<file path="src/rtl/qei_pkg.sv">
// Shared step encoding and quadrature decode helper for the QEI slice.
package qei_pkg;

   typedef enum logic [1:0] {
      STEP_NONE = 2'd0,
      STEP_FWD  = 2'd1,
      STEP_REV  = 2'd2,
      STEP_ERR  = 2'd3
   } step_t;

   typedef enum logic {
      ST_PRIME = 1'b0,
      ST_RUN   = 1'b1
   } prime_state_t;

   localparam logic [7:0] ERR_MAX = 8'd255;

   // Position of {A,B} around the forward cycle 00->10->11->01.
   function automatic logic [1:0] phase_of(input logic [1:0] ab);
      logic [1:0] ph;
      case (ab)
         2'b00:   ph = 2'd0;
         2'b10:   ph = 2'd1;
         2'b11:   ph = 2'd2;
         default: ph = 2'd3;
      endcase
      return ph;
   endfunction

   function automatic step_t decode(input logic [1:0] prev, input logic [1:0] curr);
      logic [1:0] d;
      step_t      s;
      d = phase_of(curr) - phase_of(prev);
      case (d)
         2'd1:    s = STEP_FWD;
         2'd3:    s = STEP_REV;
         2'd2:    s = STEP_ERR;
         default: s = STEP_NONE;
      endcase
      return s;
   endfunction

endpackage

</file>
<file path="src/rtl/qei_filter.sv">
// One encoder channel: 2-flop synchronizer followed by a FILT_LEN stability filter.
module qei_filter #(
   parameter int FILT_LEN = 4
) (
   input  logic clk,
   input  logic reset,
   input  logic raw,
   output logic filtered,
   output logic settled
);

   localparam int CNT_W = $clog2(FILT_LEN + 1);

   logic             sync1;
   logic             sync2;
   logic [CNT_W-1:0] cnt;

   always_ff @(posedge clk) begin
      if (reset) begin
         sync1    <= 1'b0;
         sync2    <= 1'b0;
         cnt      <= '0;
         filtered <= 1'b0;
      end else begin
         sync1 <= raw;
         sync2 <= sync1;
         if (sync2 == filtered) begin
            cnt <= '0;
         end else if (cnt == CNT_W'(FILT_LEN - 1)) begin
            filtered <= sync2;
            cnt      <= '0;
         end else begin
            cnt <= cnt + CNT_W'(1);
         end
      end
   end

   assign settled = (sync2 == filtered);

endmodule

</file>
<file path="src/rtl/qei_decoder.sv">
// Quadrature encoder interface for one axis: filtering, 4x decode, position,
// windowed velocity and illegal-transition statistics.
module qei_decoder #(
   parameter int COUNT_W    = 32,
   parameter int FILT_LEN   = 4,
   parameter int VEL_PERIOD = 50000,
   parameter int VEL_W      = 16
) (
   input  logic               clk,
   input  logic               reset,
   input  logic [1:0]         encab,
   input  logic               clear,
   output logic [COUNT_W-1:0] position,
   output logic [VEL_W-1:0]   velocity,
   output logic               vel_valid,
   output logic               dir,
   output logic [7:0]         err_count
);

   import qei_pkg::*;

   localparam int PC_W  = $clog2(FILT_LEN + 1);
   localparam int WIN_W = $clog2(VEL_PERIOD);
   localparam logic [VEL_W-1:0] VEL_MAX = {1'b0, {(VEL_W - 1){1'b1}}};
   localparam logic [VEL_W-1:0] VEL_MIN = {1'b1, {(VEL_W - 1){1'b0}}};

   logic [1:0]       filt_ab;
   logic [1:0]       settled;
   logic [1:0]       prev;
   logic [PC_W-1:0]  prime_cnt;
   logic [WIN_W-1:0] win_cnt;
   logic [VEL_W-1:0] acc;
   logic             both_settled;
   logic             primed;
   step_t            step;
   prime_state_t     state;
   prime_state_t     state_next;

   qei_filter #(.FILT_LEN(FILT_LEN)) u_filt_a (
      .clk      (clk),
      .reset    (reset),
      .raw      (encab[1]),
      .filtered (filt_ab[1]),
      .settled  (settled[1])
   );

   qei_filter #(.FILT_LEN(FILT_LEN)) u_filt_b (
      .clk      (clk),
      .reset    (reset),
      .raw      (encab[0]),
      .filtered (filt_ab[0]),
      .settled  (settled[0])
   );

   assign both_settled = &settled;

   function automatic logic [VEL_W-1:0] sat_step(input logic [VEL_W-1:0] v, input step_t s);
      logic [VEL_W-1:0] r;
      r = v;
      if (s == STEP_FWD && v != VEL_MAX) begin
         r = v + VEL_W'(1);
      end else if (s == STEP_REV && v != VEL_MIN) begin
         r = v - VEL_W'(1);
      end
      return r;
   endfunction

   always_ff @(posedge clk) begin
      if (reset) begin
         state <= ST_PRIME;
      end else begin
         state <= state_next;
      end
   end

   always_comb begin
      state_next = state;
      if (state == ST_PRIME && both_settled && prime_cnt == PC_W'(FILT_LEN - 1)) begin
         state_next = ST_RUN;
      end
   end

   always_comb begin
      primed = (state == ST_RUN);
      step   = STEP_NONE;
      if (primed) begin
         step = decode(prev, filt_ab);
      end
   end

   // Prime only once both channels have agreed with their sync inputs for FILT_LEN cycles.
   always_ff @(posedge clk) begin
      if (reset || !both_settled) begin
         prime_cnt <= '0;
      end else if (state == ST_PRIME) begin
         prime_cnt <= prime_cnt + PC_W'(1);
      end
   end

   // prev tracks filtered every cycle; decode is gated by primed, so the prime edge
   // loads the reference without producing a step.
   always_ff @(posedge clk) begin
      if (reset) begin
         prev <= 2'b00;
      end else begin
         prev <= filt_ab;
      end
   end

   always_ff @(posedge clk) begin
      if (reset) begin
         position  <= '0;
         dir       <= 1'b0;
         err_count <= '0;
      end else begin
         if (clear) begin
            position <= '0;
         end else if (step == STEP_FWD) begin
            position <= position + COUNT_W'(1);
         end else if (step == STEP_REV) begin
            position <= position - COUNT_W'(1);
         end
         if (step == STEP_FWD) begin
            dir <= 1'b1;
         end else if (step == STEP_REV) begin
            dir <= 1'b0;
         end
         if (step == STEP_ERR && err_count != ERR_MAX) begin
            err_count <= err_count + 8'd1;
         end
      end
   end

   always_ff @(posedge clk) begin
      if (reset) begin
         win_cnt   <= WIN_W'(VEL_PERIOD - 1);
         acc       <= '0;
         velocity  <= '0;
         vel_valid <= 1'b0;
      end else if (win_cnt == '0) begin
         win_cnt   <= WIN_W'(VEL_PERIOD - 1);
         velocity  <= sat_step(acc, step);
         acc       <= '0;
         vel_valid <= 1'b1;
      end else begin
         win_cnt   <= win_cnt - WIN_W'(1);
         acc       <= sat_step(acc, step);
         vel_valid <= 1'b0;
      end
   end

endmodule

</file>
<file path="config.mk">
export PLATFORM = sky130hd
export DESIGN_NAME = qei_decoder
export DESIGN_NICKNAME = d
export VERILOG_FILES = /design/src/rtl/qei_pkg.sv /design/src/rtl/qei_filter.sv /design/src/rtl/qei_decoder.sv
export SDC_FILE = /design/constraint.sdc
export NUM_CORES = 1
export LEC_CHECK = 0
export ABC_AREA = 1
export CAP_MARGIN = 10
export CORE_MARGIN = 1
export CORE_UTILIZATION = 30
export DETAILED_ROUTE_END_ITERATION = 7
export GPL_TIMING_DRIVEN = 0
export HOLD_SLACK_MARGIN = 0.1
export PLACE_DENSITY = 0.59
export RECOVER_POWER = 100
export SYNTH_ARGS = -nofsm -noshare
export SYNTH_HDL_FRONTEND = slang
export SYNTH_SLANG_ARGS = --single-unit
</file>
<file path="constraint.sdc">
create_clock -name clk -period 3.7 [get_ports clk]
set_input_delay 0.74 -clock clk [delete_from_list [all_inputs] [get_ports clk]]
set_output_delay 0.74 -clock clk [all_outputs]
set_load 0.005 [all_outputs]
</file>
==> flow_summary.yaml <==
worst_setup_path:
  r2r_setup_slack_ps: 200
  path_max_fanout: 5
  reg2reg_depth: 21
  crit_path_end_kind: "flop"
  crit_type: "flop to flop"
  worstPathArrival_ps: 3760
  reg2reg_to: "position[24]$_SDFFE_PP0P_"
  required_ps: 3960
  regToRegStartpoint: "u_filt_a.filtered$_SDFFE_PP0P_"
  start_kind: "flop"
routing:
  routedLengthMet1_um: 9610
  drc: 0
  ant_nets: 0
  viasPerCell: 4.61
  wl_met3_um: 784
  top_layer_used: "met4"
  vias: 7161
  wl_um: 20400
  first_pass_iters: 5
  wl_per_cell_um: 13.1
  drtIter0Drc: 324
  wl_met2_um: 9530
floorplanning:
  core_mm2: 0.0236
  die_x_um: 158
  start_util_pct: 30.7
  ios: 63
  dieArea_mm2: 0.0248
  rows: 56
  fp.dieH_um: 158
timing:
  finalClockSkew_ps: 14.5
  fin_crit_sh_pct: 94.7
  max_freq_mhz: 285
  min_period_ps: 3500
  fin_setup_tns_ps: 0
  slew_violations: 0
  relSlewSlack_pct: 57.0
  whs_ps: 393
  hold_viol: 0
  worst_slack_ps: 196
  finalSetupViolCount: 0
  worst_slew_pin_slew_ps: 645
pwr:
  power.density_mw_per_mm2: 242
  power_mw: 2.26
  cellLeakagePower_nw: 4.76
  irDropWorstVdd_mv: 0.193
synthesis:
  syn_avg_cell_area_um2: 6.36
  netlist_instances: 1141
  async_flop_share_pct: 0
  synth_ff_type: "dfxtp_1"
  yosysUniqueCellTypes: 42
  ys_warn_count: 0
  syn_area_mm2: 0.00726
  ys_seq_elements: 108
  synth_nets: 1196
  synth_seq_area_share_pct: 29.8
  synth_edf_count: 0
cts:
  clk_latency_ps: 360
  tritoncts: "yes"
  numCtsBuffers: 9
  cts_root_buffer: "clkbuf_16"
  clockBufferDepth: 2
  htree_levels: 3
  hold_buffers: 0
  clkTransAtPathRegs_ps: 80
  cts.sinks: 108
global_route:
  grt_max_degree: 20
  grt_pass1_vias: 6540
  grt-ovfl-total: 0
  antenna_found_initial: 0
  grt_usage_pct: 16.4
  grt_pass1_wl_um: 31900
final_layout:
  final_common_cell: "nand2_1"
  diodes: 0
  area_delta_synth_final_pct: 28.3
  drive_above_1_share_pct: 12.8
  finalNonFillerCells: 1552
  final_cell_area_mm2: 0.00931
  layout.nets: 1283
  mostFrequentLayoutCells: "305 x nand2_1, 160 x nor2_1, 158 x inv_1"
  post-route-util_pct: 39.4
placed_design:
  io_buffers: 61
  dp.cells: 1521
  placed_area_mm2: 0.00827
  dp_slack_ps: -565
  routabilityCongestion: 0.924
  place.detailed.hpwl_um: 14900
worst_hold_path:
  hold_path_startpoint: "win_cnt[0]$_SDFF_PP1_"
  min_to: "win_cnt[0]$_SDFF_PP1_"
  hold_depth: 1
  hold_class: "flop to flop"
flow_run:
  max-cap-violations: 0
run_status:
  status: "finished clean"
==> power breakdown <==
group          switching (mW)  internal (mW)  total, mW
logic                  0.0345         0.0155     0.0500
clock network           0.490          0.543       1.03
registers             0.00564           1.17       1.18
==> synth_stat cells (2+ instances only) <==
library cell  instances  share of area [%]
buf_6                 6               0.93
o21ai_0              48                3.3
a21o_1                2               0.21
dfxtp_1             108                 30
nor2_2                6               0.52
buf_4                 2               0.21
nor2_1              173                8.9
nor4_1                5               0.43
a21oi_1              65                4.5
xnor2_1               8               0.97
nand4_1               5               0.43
nand2_4               2               0.31
nand3_1              61                4.2
ha_1                 49                8.4
o21bai_1              6               0.62
buf_2                 4               0.28
or2_2                 3               0.26
nand2_2               7               0.60
nand3b_1              3               0.31
inv_1               157                8.1
nand3_2               3               0.41
o211ai_1              3               0.31
clkbuf_1              9               0.47
inv_2                 4               0.21
xor2_1               39                4.7
o21ai_1              10               0.69
nor3_1               12               0.83
nand2_1             327                 17
==> critical path, cell delays in order (launching register included) <==
cell      delay, ps
dfxtp_2         340
inv_1            60
ha_1            300
ha_1            200
xor2_1          170
inv_1           120
ha_1            170
nor2_1           40
nor2_1          190
nand2_4         150
nand2_8         140
inv_4            60
fa_2            340
nand3b_1        180
nand2_2         120
nand2_1          80
o211ai_1        200
nand3_1         180
nand4_1         110
nand3_1         110
nand2_1          90
inv_1            30
==> how the worst max path moves through the flow <==
stage                                         from                        end  slack, ps
finish              u_filt_a.filtered$_SDFFE_PP0P_  position[24]$_SDFFE_PP0P_        200
global route        u_filt_a.filtered$_SDFFE_PP0P_  position[22]$_SDFFE_PP0P_        -30
CTS                 u_filt_a.filtered$_SDFFE_PP0P_  position[26]$_SDFFE_PP0P_         20
detailed placement  u_filt_a.filtered$_SDFFE_PP0P_  position[19]$_SDFFE_PP0P_       -570
global placement    u_filt_a.filtered$_SDFFE_PP0P_  position[19]$_SDFFE_PP0P_       -510
floorplan           u_filt_a.filtered$_SDFFE_PP0P_  position[27]$_SDFFE_PP0P_        270
==> flip-flops by register name (all words and copies together), names as in the netlist <==
signal and cells:
position 32, acc 16, velocity 16, win_cnt 16
err_count 8, prime_cnt 3, u_filt_a.cnt 3, u_filt_b.cnt 3
prev 2, dir 1, primed 1, u_filt_a.filtered 1
u_filt_a.sync1 1, u_filt_a.sync2 1, u_filt_b.filtered 1, u_filt_b.sync1 1
u_filt_b.sync2 1, vel_valid 1
==> metal layers <==
metal,GRT usage [%],vias up
li1,-,3759
met1,21.0,3235
met2,27.5,140
met3,3.33,27
met4,4.90,0
met5,0,-
==> cells by family (layout without fill, tap and decap cells) <==
kind of cell	count (synthesis)	in the layout	share of synthesized area, %
AOI/OAI and AO/OA	136	136	9.83
buffers and inverters	185	274	10.5
adders and majority gates	50	50	8.72
and+or+nand+nor	615	618	35.5
DFF	108	108	29.8
xor gates and xnor gates	47	47	5.67
==> timing repair <==
item	CTS	global route
pin swaps	2	18
gates resized for setup	10	111
gates cloned	1	2
setup endpoints to repair	27	24
buffers inserted	3	9
==> area by class of cell <==
type                    count  area [um^2]
repair buffers             73          741
well taps                 319          399
multi-input cells         851         4950
fillers                  2532        14300
clock buffers              10          229
flip-flops and latches    108         2160
inverters                 164          626
plain buffers              21          125
clock inverters             6         78.8
Note: power is estimated with default switching activity, not from simulation.
